## src/rtl/rv32i_pkg.sv

```systemverilog
`default_nettype none
// ============================================================================
// Module      : rv32i_pkg
// Description : Shared types and constants for the rv32i writeback slice.
//               regaddr_t / word_t name the register address and data widths.
//               reg_onehot turns a register address into a 32-bit bitmap mask.
// Revision    : 1.0 - initial release
// ============================================================================
package rv32i_pkg;

    typedef logic [4:0]  regaddr_t;
    typedef logic [31:0] word_t;

    localparam regaddr_t REG_ZERO = 5'd0;

    // One-hot mask selecting the scoreboard bit of register r.
    function automatic word_t reg_onehot(input regaddr_t r);
        return word_t'(1) << r;
    endfunction

endpackage
`default_nettype wire

```

## src/rtl/rv32i_scoreboard.sv

```systemverilog
`default_nettype none
// ============================================================================
// Module      : rv32i_scoreboard
// Description : Register scoreboard. A bit is set when an instruction issues
//               (without hazard) with a nonzero destination, and cleared by the
//               register-file write to that register. Same-edge set and clear
//               of one register resolves to set.
// Ports       : clk, reset (async, active low)
//               issue_valid/issue_rd  - issuing instruction and destination
//               rs1_reg/rs2_reg       - sources of the issuing instruction
//               wb_enable/wb_reg      - register-file write port (clear side)
//               rs1_busy/rs2_busy     - source has a write in flight (comb)
//               hazard                - RAW on either source or WAW on rd
//               pending               - scoreboard bitmap, bit 0 always 0
// Revision    : 1.0 - initial release
// ============================================================================
module rv32i_scoreboard
    import rv32i_pkg::*;
(
    input  logic        clk,
    input  logic        reset,
    input  logic        issue_valid,
    input  logic [4:0]  issue_rd,
    input  logic [4:0]  rs1_reg,
    input  logic [4:0]  rs2_reg,
    input  logic        wb_enable,
    input  logic [4:0]  wb_reg,
    output logic        rs1_busy,
    output logic        rs2_busy,
    output logic        hazard,
    output logic [31:0] pending
);

    word_t r_pending;
    word_t w_set_mask;
    word_t w_clr_mask;
    logic  w_rd_busy;

    // Bit 0 never sets, but the explicit x0 guard keeps busy correct even if
    // the bitmap were ever corrupted.
    assign rs1_busy  = r_pending[rs1_reg]  && (rs1_reg  != REG_ZERO);
    assign rs2_busy  = r_pending[rs2_reg]  && (rs2_reg  != REG_ZERO);
    assign w_rd_busy = r_pending[issue_rd] && (issue_rd != REG_ZERO);
    assign hazard    = rs1_busy || rs2_busy || w_rd_busy;

    assign w_set_mask = (issue_valid && !hazard && (issue_rd != REG_ZERO))
                        ? reg_onehot(issue_rd) : '0;
    assign w_clr_mask = wb_enable ? reg_onehot(wb_reg) : '0;

    // Clear applied before set so a collision on one register leaves it set.
    always_ff @(posedge clk or negedge reset) begin
        if (!reset) begin
            r_pending <= '0;
        end else begin
            r_pending <= ((r_pending & ~w_clr_mask) | w_set_mask) & ~word_t'(1);
        end
    end

    assign pending = r_pending;

endmodule
`default_nettype wire

```

## src/rtl/rv32i_wb_arbiter.sv

```systemverilog
`default_nettype none
// ============================================================================
// Module      : rv32i_wb_arbiter
// Description : Writeback arbiter plus register scoreboard. Merges ALU and
//               load writebacks into the single register-file write port.
//               Load has priority unless the ALU has been denied STARVE_LIMIT
//               consecutive cycles, in which case the ALU wins once.
// Parameters  : STARVE_LIMIT - denied ALU cycles before ALU override (1..15)
// Ports       : clk, reset (async, active low)
//               alu_valid/alu_ready/alu_rd/alu_data - ALU writeback request
//               ld_valid/ld_ready/ld_rd/ld_data     - load writeback request
//               wb_enable/wb_reg/wb_data            - registered RF write port
//               issue_valid/issue_rd/rs1_reg/rs2_reg - issue-side lookup
//               rs1_busy/rs2_busy/hazard/pending    - scoreboard status
// Revision    : 1.0 - initial release
// ============================================================================
module rv32i_wb_arbiter
    import rv32i_pkg::*;
#(
    parameter int STARVE_LIMIT = 4
)(
    input  logic        clk,
    input  logic        reset,
    input  logic        alu_valid,
    output logic        alu_ready,
    input  logic [4:0]  alu_rd,
    input  logic [31:0] alu_data,
    input  logic        ld_valid,
    output logic        ld_ready,
    input  logic [4:0]  ld_rd,
    input  logic [31:0] ld_data,
    output logic        wb_enable,
    output logic [4:0]  wb_reg,
    output logic [31:0] wb_data,
    input  logic        issue_valid,
    input  logic [4:0]  issue_rd,
    input  logic [4:0]  rs1_reg,
    input  logic [4:0]  rs2_reg,
    output logic        rs1_busy,
    output logic        rs2_busy,
    output logic        hazard,
    output logic [31:0] pending
);

    localparam logic [3:0] c_starve_limit = 4'(STARVE_LIMIT);

    logic [3:0] r_starve_cnt;
    logic       w_alu_priority;
    logic       w_alu_grant;
    logic       w_ld_grant;
    logic       w_grant;
    regaddr_t   w_grant_rd;
    word_t      w_grant_data;

    // ------------------------------------------------------------------
    // Arbitration: purely from valids and starvation state, never from the
    // writeback registers. Reset low masks both grants immediately.
    // ------------------------------------------------------------------
    assign w_alu_priority = (r_starve_cnt == c_starve_limit);
    assign w_ld_grant     = reset && ld_valid && !(alu_valid && w_alu_priority);
    assign w_alu_grant    = reset && alu_valid && !w_ld_grant;
    assign w_grant        = w_alu_grant || w_ld_grant;

    assign alu_ready = w_alu_grant;
    assign ld_ready  = w_ld_grant;

    assign w_grant_rd   = w_ld_grant ? regaddr_t'(ld_rd)  : regaddr_t'(alu_rd);
    assign w_grant_data = w_ld_grant ? word_t'(ld_data)   : word_t'(alu_data);

    // Counts consecutive denied ALU cycles; any ALU grant or idle ALU restarts.
    always_ff @(posedge clk or negedge reset) begin
        if (!reset) begin
            r_starve_cnt <= 4'd0;
        end else if (!alu_valid || w_alu_grant) begin
            r_starve_cnt <= 4'd0;
        end else if (r_starve_cnt != c_starve_limit) begin
            r_starve_cnt <= r_starve_cnt + 4'd1;
        end
    end

    // ------------------------------------------------------------------
    // Writeback stage. x0 grants still load wb_reg/wb_data but never
    // raise the write enable.
    // ------------------------------------------------------------------
    always_ff @(posedge clk or negedge reset) begin
        if (!reset) begin
            wb_enable <= 1'b0;
            wb_reg    <= REG_ZERO;
            wb_data   <= '0;
        end else begin
            wb_enable <= w_grant && (w_grant_rd != REG_ZERO);
            if (w_grant) begin
                wb_reg  <= w_grant_rd;
                wb_data <= w_grant_data;
            end
        end
    end

    rv32i_scoreboard u_scoreboard (
        .clk         (clk),
        .reset       (reset),
        .issue_valid (issue_valid),
        .issue_rd    (issue_rd),
        .rs1_reg     (rs1_reg),
        .rs2_reg     (rs2_reg),
        .wb_enable   (wb_enable),
        .wb_reg      (wb_reg),
        .rs1_busy    (rs1_busy),
        .rs2_busy    (rs2_busy),
        .hazard      (hazard),
        .pending     (pending)
    );

endmodule
`default_nettype wire

```

## config.mk

```make
export PLATFORM = sky130hd
export DESIGN_NAME = rv32i_wb_arbiter
export DESIGN_NICKNAME = d
export VERILOG_FILES = /design/src/rtl/rv32i_pkg.sv /design/src/rtl/rv32i_scoreboard.sv /design/src/rtl/rv32i_wb_arbiter.sv
export SDC_FILE = /design/constraint.sdc
export NUM_CORES = 1
export LEC_CHECK = 0
export ABC_CLOCK_PERIOD_IN_PS = 2700
export BUFFER_PORTS_ARGS = -buffer_cell sky130_fd_sc_hd__buf_2
export CORE_ASPECT_RATIO = 0.75
export CORE_UTILIZATION = 45
export CTS_CLUSTER_DIAMETER = 120
export DETAILED_ROUTE_END_ITERATION = 8
export PLACE_DENSITY_LB_ADDON = 0.25
export SETUP_SLACK_MARGIN = 0.5
export SYNTH_ARGS = -nofsm -noshare
export SYNTH_HDL_FRONTEND = slang
export SYNTH_HIERARCHICAL = 1
export SYNTH_SLANG_ARGS = --single-unit
```

## constraint.sdc

```tcl
create_clock -name clk -period 2.7 [get_ports clk]
set_input_delay 0.405 -clock clk [delete_from_list [all_inputs] [get_ports clk]]
set_output_delay 0.405 -clock clk [all_outputs]
set_load 0.1 [all_outputs]
```

==> results of run 1 <==
through the flow:
stage | util (%) | hold slack [ns] | power (W) | cells | worst slack (ns)
floorplan | - | 0.109 | 0.00510 | 472 | -0.171
global placement | 57.5 | 0.239 | 0.00589 | 748 | 0.0891
detailed placement | 57.5 | 0.242 | 0.00593 | 748 | 0.0861
CTS | 63.1 | 0.292 | 0.00745 | 778 | -0.162
global route | 66.0 | 0.297 | 0.00791 | 787 | -0.241
finish | 66.0 | 0.298 | 0.00767 | 787 | -0.166
power groups by stage:
stage | Sequential (W) | Clock, W | Combinational, W
2_1_floorplan | 0.00409 | 0 | 0.00101
3_3_place_gp | 0.00199 | 0 | 0.00390
3_5_place_dp | 0.00199 | 0 | 0.00394
4_1_cts | 0.00194 | 0.00131 | 0.00420
5_1_grt | 0.00196 | 0.00136 | 0.00460
6_report | 0.00192 | 0.00130 | 0.00445
repair_timing:
item / in CTS / in global routing
gates cloned: 3 / 2
hold buffers: 1 / 0
setup buffers: 10 / 7
gates resized for setup: 16 / 44
setup endpoints to repair: 36 / 36
hold endpoints to repair: 4 / 0
pin swaps: 13 / 20
synth_stat cells (2+ instances only):
cell type  number
mux2_2          3
nand3b_1       10
o21ai_1        33
or3_1           3
mux4_1          3
a221o_1        30
nand4b_1        4
a22oi_1         2
dfrtp_1        73
buf_6          10
and3_1          2
nand2_1        28
ha_1            2
nor2_1         24
a311oi_1        3
clkbuf_1        9
mux4_2          7
a21oi_1         5
nor3b_1         3
mux2i_1        24
or2b_2          2
or4_1           2
o21ai_0        33
buf_2          13
o211ai_1        7
buf_4           3
nor2b_1         6
a211oi_1        2
and2_1         32
nand3_1        33
inv_1           6
or3b_2          4
nand4_1        10
nor3_1          9
nand2b_1        4
clkbuf_8        3
critical path: cells and delay by family (launching register included):
kind                   cells  cell delay [ns]
DFF                        1             0.47
buffers and inverters      1             0.16
and+or+nand+nor            3             0.87
muxes                      1             0.49
AOI/OAI and AO/OA          2             0.13
cells by family after synthesis:
logic type,after synthesis
multiplexers,37
buffers and inverters,44
adder cells (fa/ha/maj),2
other,1
flip-flops,73
AO/OA/AOI/OAI,129
AND/OR/NAND/NOR,185
XOR/XNOR,1
cell type report:
class                           count  area, um^2
Fill cell                         788        3330
Multi-Input combinational cell    357        2780
Sequential cell                    73        1910
Timing Repair Buffer              203        1270
Clock buffer                       14         264
Tap cell                          132         165
Clock inverter                      2        60.1
Inverter                            6        25.0
final timing paths:
check                                                    from                                 end  cells after the start  slack [ns]
setup / recovery           u_scoreboard/pending[11]$_DFF_PN0_                              hazard                      7       -0.17
hold / removal                                    ld_data[18]             wb_data[18]$_DFFE_PN0P_                      2        0.30
setup reg to reg           u_scoreboard/pending[21]$_DFF_PN0_  u_scoreboard/pending[23]$_DFF_PN0_                      9        0.27
hold reg to reg                       wb_data[17]$_DFFE_PN0P_             wb_data[17]$_DFFE_PN0P_                      2        0.51
max in group asynchronous                               reset  u_scoreboard/pending[20]$_DFF_PN0_                      2        1.67
min in group asynchronous                               reset             wb_data[18]$_DFFE_PN0P_                      2        0.39
per-layer routing:
metal	wire, um	track usage (%)	part of all wire [%]	vias to the layer above
met5	0	0	0	-
met4	184	6.75	1.2	0
met3	1670	8.31	10	26
met2	7170	42.9	45	276
met1	6860	42.6	43	2350
li1	-	-	-	2140
==> impl_metrics.yaml, run 1 <==
power:
  ir_worst_vdd_mv: 0.775
  p_seq_share_pct: 25.0
  comb_power_share_pct: 58.1
  power_density_nw_per_um2: 1180
  switching_share_pct: 55.0
  intPower_w: 0.00345
  pwr-share-clk_pct: 16.9
  p_sw_w: 0.00422
  power_leakage_nw: 2.76
yosys:
  synth.distinct_cells: 61
  synth-edff-count: 0
  syn_avg_cell_area_um2: 9.81
  ys_seq_area_share_pct: 39.5
  synth-adder-area-share_pct: 0.541
  synth_top_family_by_area: "simple AND/OR/NAND/NOR gates"
  synth_xor_area_share_pct: 0.189
  synth_seq_cells: 73
  yosys_most_used_dff: "dfrtp_1"
  synth_largest_area_cell: "dfrtp_1"
  yosys.area_share.simple_pct: 22.7
  synthCells: 472
  postSynth.asyncResetShare_pct: 100
  synth_compound_area_share_pct: 19.5
  syn_area_um2: 4630
  synth_top_area_share_pct: 39.5
  synth_mux_area_share_pct: 11.0
  ys_warn_count: 6
  yosys-top-cells-area: "dfrtp_1 39%, a221o_1 6.5%, mux2i_1 5.2%"
  syn_nets: 568
critical_path:
  cp-start-kind: "flip-flop"
  cpMaxStageDelayCell: "mux4_2"
  cp_max_fo: 2
  arrival_ns: 2.46
  max_stage_delay_ns: 0.49
  crit_path_end_kind: "output pin"
  crit_required_ns: 2.30
  criticalPathCategory: "reg -> out"
  cp_cell_sequence: "mux4_2, or4b_4, o21ai_2, or4_4, o21ai_2, or2_4, buf_12"
  crit_top_cell: "o21ai_2"
floorplanning:
  num_io_pins: 169
  chipWidth_um: 119
  die-area_um2: 10700
  core_area_um2: 9810
  initial_core_util_pct: 47.2
  fp-row-count: 31
  die_y_um: 89.8
placed_design:
  port-buffer-count: 167
  place_area_um2: 5640
  gp_congestion: 0.955
  dp.final_hpwl_mm: 11.0
drt:
  drt-wirelength-per-cell_um: 20.2
  vias: 4792
  drc_errors: 0
  antenna_left: 0
  dr.pass1.iters: 5
  drt-total-wl_mm: 15.9
  drt_iter0_drc: 571
  via_per_inst: 6.09
clock_network:
  root_buffer: "clkbuf_16"
  insertion_delay_ns: 0.33
  cts_buffers: 9
  cts_tree: "yes"
  h-tree-depth: 3
  clk_pin_slew_ns: 0.05
  clockBufferDepth: 2
  cts_num_sinks: 73
timing:
  fin_crit_sh_pct: 106
  fin_skew_ns: 0.00629
  worst_pin_slew_ns: 0.877
  max_freq_ghz: 0.349
  rsz0062_at_grt: "true"
  layout_setup_ws_ns: -0.166
  slew_headroom_pct: 41.6
  slew_violations: 0
  setup_violations: 2
  finalHoldViolations: 0
  finalSetupTns_ns: -0.168
  fin_crit_ns: 2.87
global_routing:
  antenna_found_initial: 0
  grt_pass1_wl_mm: 24.4
  grt_max_degree: 70
  grt_overflow_total: 0
  grt_pass1_vias: 4527
  track_usage_pct: 29.3
flow_run:
  drv_cap: 0
finish:
  drive_above_1_share_pct: 48.5
  syn_to_final_growth_pct: 40.0
  design_area_um2: 6480
  nNetsFinal: 746
  n_antenna_cell: 0
  largest_reg_flops: 32
  final_common_cell: "buf_2"
  final_cell_mix: "161 x buf_2, 42 x dfrtp_1, 33 x o21ai_0, 32 x and2_1, 30 x a221o_1"
outcome:
  status: "finished, violations left"
  violations: "setup timing"
min_path:
  hp-class: "in -> reg"
Note: power is estimated with default switching activity, not from simulation.
==> inputs of run 2 (changes only) <==
--- a/config.mk
+++ b/config.mk
@@ -12,6 +12,7 @@
 export CTS_CLUSTER_DIAMETER = 120
 export DETAILED_ROUTE_END_ITERATION = 8
 export PLACE_DENSITY_LB_ADDON = 0.25
+export RECOVER_POWER = 50
 export SETUP_SLACK_MARGIN = 0.5
 export SYNTH_ARGS = -nofsm -noshare
 export SYNTH_HDL_FRONTEND = slang
==> impl_metrics.yaml, run 2 (same netlist as run 1, synthesis figures left out) <==
timing:
  finalHoldViolations: 0
  fin_skew_ns: 0.00579
  layout_setup_ws_ns: -0.162
  fin_crit_ns: 2.86
  max_freq_ghz: 0.349
  slew_violations: 70
  worst_pin_slew_ns: 1.73
  setup_violations: 1
  finalSetupTns_ns: -0.162
  fin_crit_sh_pct: 106
  rsz0062_at_grt: "true"
  whs_ns: 0.300
  slew_headroom_pct: -15.1
critical_path:
  arrival_ns: 2.46
  crit_path_end_kind: "output pin"
  cp-start-kind: "flip-flop"
  cp-startpoint: "u_scoreboard/pending[11]$_DFF_PN0_"
  criticalPathCategory: "reg -> out"
  cp_max_fo: 2
  crit_required_ns: 2.30
  r2r_start: "u_scoreboard/pending[21]$_DFF_PN0_"
finish:
  final_common_cell: "buf_2"
  nNetsFinal: 746
  final_cell_mix: "130 x buf_2, 42 x dfrtp_1, 35 x clkbuf_1, 33 x o21ai_0, 32 x and2_1"
  syn_to_final_growth_pct: 38.5
  largest_reg_flops: 32
  design_area_um2: 6410
  n_antenna_cell: 0
  drive_above_1_share_pct: 43.2
placed_design:
  gp_congestion: 0.955
  dp_slack_ns: 0.0861
  place_area_um2: 5640
  port-buffer-count: 167
  dp.final_hpwl_mm: 11.0
drt:
  vias: 4819
  drt-wirelength-per-cell_um: 20.1
  drc_errors: 0
  antenna_left: 0
  via_per_inst: 6.12
  drt_iter0_drc: 621
  drt-total-wl_mm: 15.8
  dr.pass1.iters: 5
clock_network:
  cts_tree: "yes"
  h-tree-depth: 3
  root_buffer: "clkbuf_16"
  clockBufferDepth: 2
  clk_pin_slew_ns: 0.05
  insertion_delay_ns: 0.33
  cts_num_sinks: 73
  cts_buffers: 9
floorplanning:
  die_y_um: 89.8
  core_area_um2: 9810
  num_io_pins: 169
  initial_core_util_pct: 47.2
  fp-row-count: 31
  die-area_um2: 10700
  chipWidth_um: 119
min_path:
  hp-start: "alu_data[18]"
  hp-class: "in -> reg"
global_routing:
  track_usage_pct: 29.3
  antenna_found_initial: 0
  grt_max_degree: 70
  grt_pass1_wl_mm: 24.4
  grt_pass1_vias: 4527
  grt_overflow_total: 0
outcome:
  violations: "capacitance limit, slew limit, setup timing"
  status: "finished, violations left"
power:
  power_leakage_nw: 2.64
  ir_worst_vdd_mv: 0.776
  p_total_w: 0.00765
  power_density_nw_per_um2: 1190
flow_run:
  drv_cap: 1
run 2: changes by cell type in the layout (fill, tap and decap cells not counted), sizes merged:
cell    delta
buf       -33
clkbuf    +33
run 2: worst paths after layout:
check	end	slack [ns]	cells past startpoint
worst max-delay path	hazard	-0.16	7
worst min-delay path	wb_data[18]$_DFFE_PN0P_	0.30	2
worst max register to register	u_scoreboard/pending[23]$_DFF_PN0_	0.27	9
worst min register to register	wb_data[17]$_DFFE_PN0P_	0.52	2
max in group asynchronous	u_scoreboard/pending[16]$_DFF_PN0_	0.52	2
min in group asynchronous	r_starve_cnt[0]$_DFFE_PN0P_	0.76	2
run 2: critical path: stages, from the launching register on:
cell and delay (ns):
dfrtp_4 0.47, mux4_2 0.49, or4b_4 0.49, o21ai_2 0.08, or4_4 0.14, o21ai_2 0.05
or2_4 0.25, buf_12 0.16
run 2: routing by layer:
| layer | vias to the layer above | GRT usage (%) | part of all wire, % |
|---|---|---|---|
| met5 | - | 0 | 0 |
| met4 | 0 | 6.75 | 1.3 |
| met3 | 28 | 8.31 | 11 |
| met2 | 289 | 42.9 | 45 |
| met1 | 2355 | 42.6 | 43 |
| li1 | 2147 | - | - |
run 2: cell type report:
class | instances | area [um^2]
clock buffer | 14 | 264
clock inverter | 2 | 60.1
fill | 814 | 3400
inverter | 6 | 25.0
multi-input combinational | 357 | 2760
sequential | 73 | 1910
tap | 132 | 165
timing repair buffer | 203 | 1230
run 2: where the power goes:
| group | internal [W] | leakage [nW] | switching (W) | total, W |
|---|---|---|---|---|
| logic | 0.00105 | 1.64 | 0.00338 | 0.00443 |
| registers | 0.00152 | 0.842 | 0.000407 | 0.00193 |
| clock network | 0.000861 | 0.157 | 0.000435 | 0.00130 |
| total | 0.00343 | 2.64 | 0.00423 | 0.00765 |
run 2: metrics by stage:
stage,utilization [%],std cells
3_3_place_gp,57.5,748
3_5_place_dp,57.5,748
2_1_floorplan,-,472
4_1_cts,63.1,778
6_report,65.3,787
5_1_grt,65.3,787
run 2: what timing repair did:
item                                   in CTS  in global routing
setup buffers                              10                  7
pin swaps                                  13                 20
cloned                                      3                  2
hold buffers                                1                  0
endpoints found under the hold margin       4                  0
setup endpoints to repair                  36                 36
gates resized for setup                    16                 44
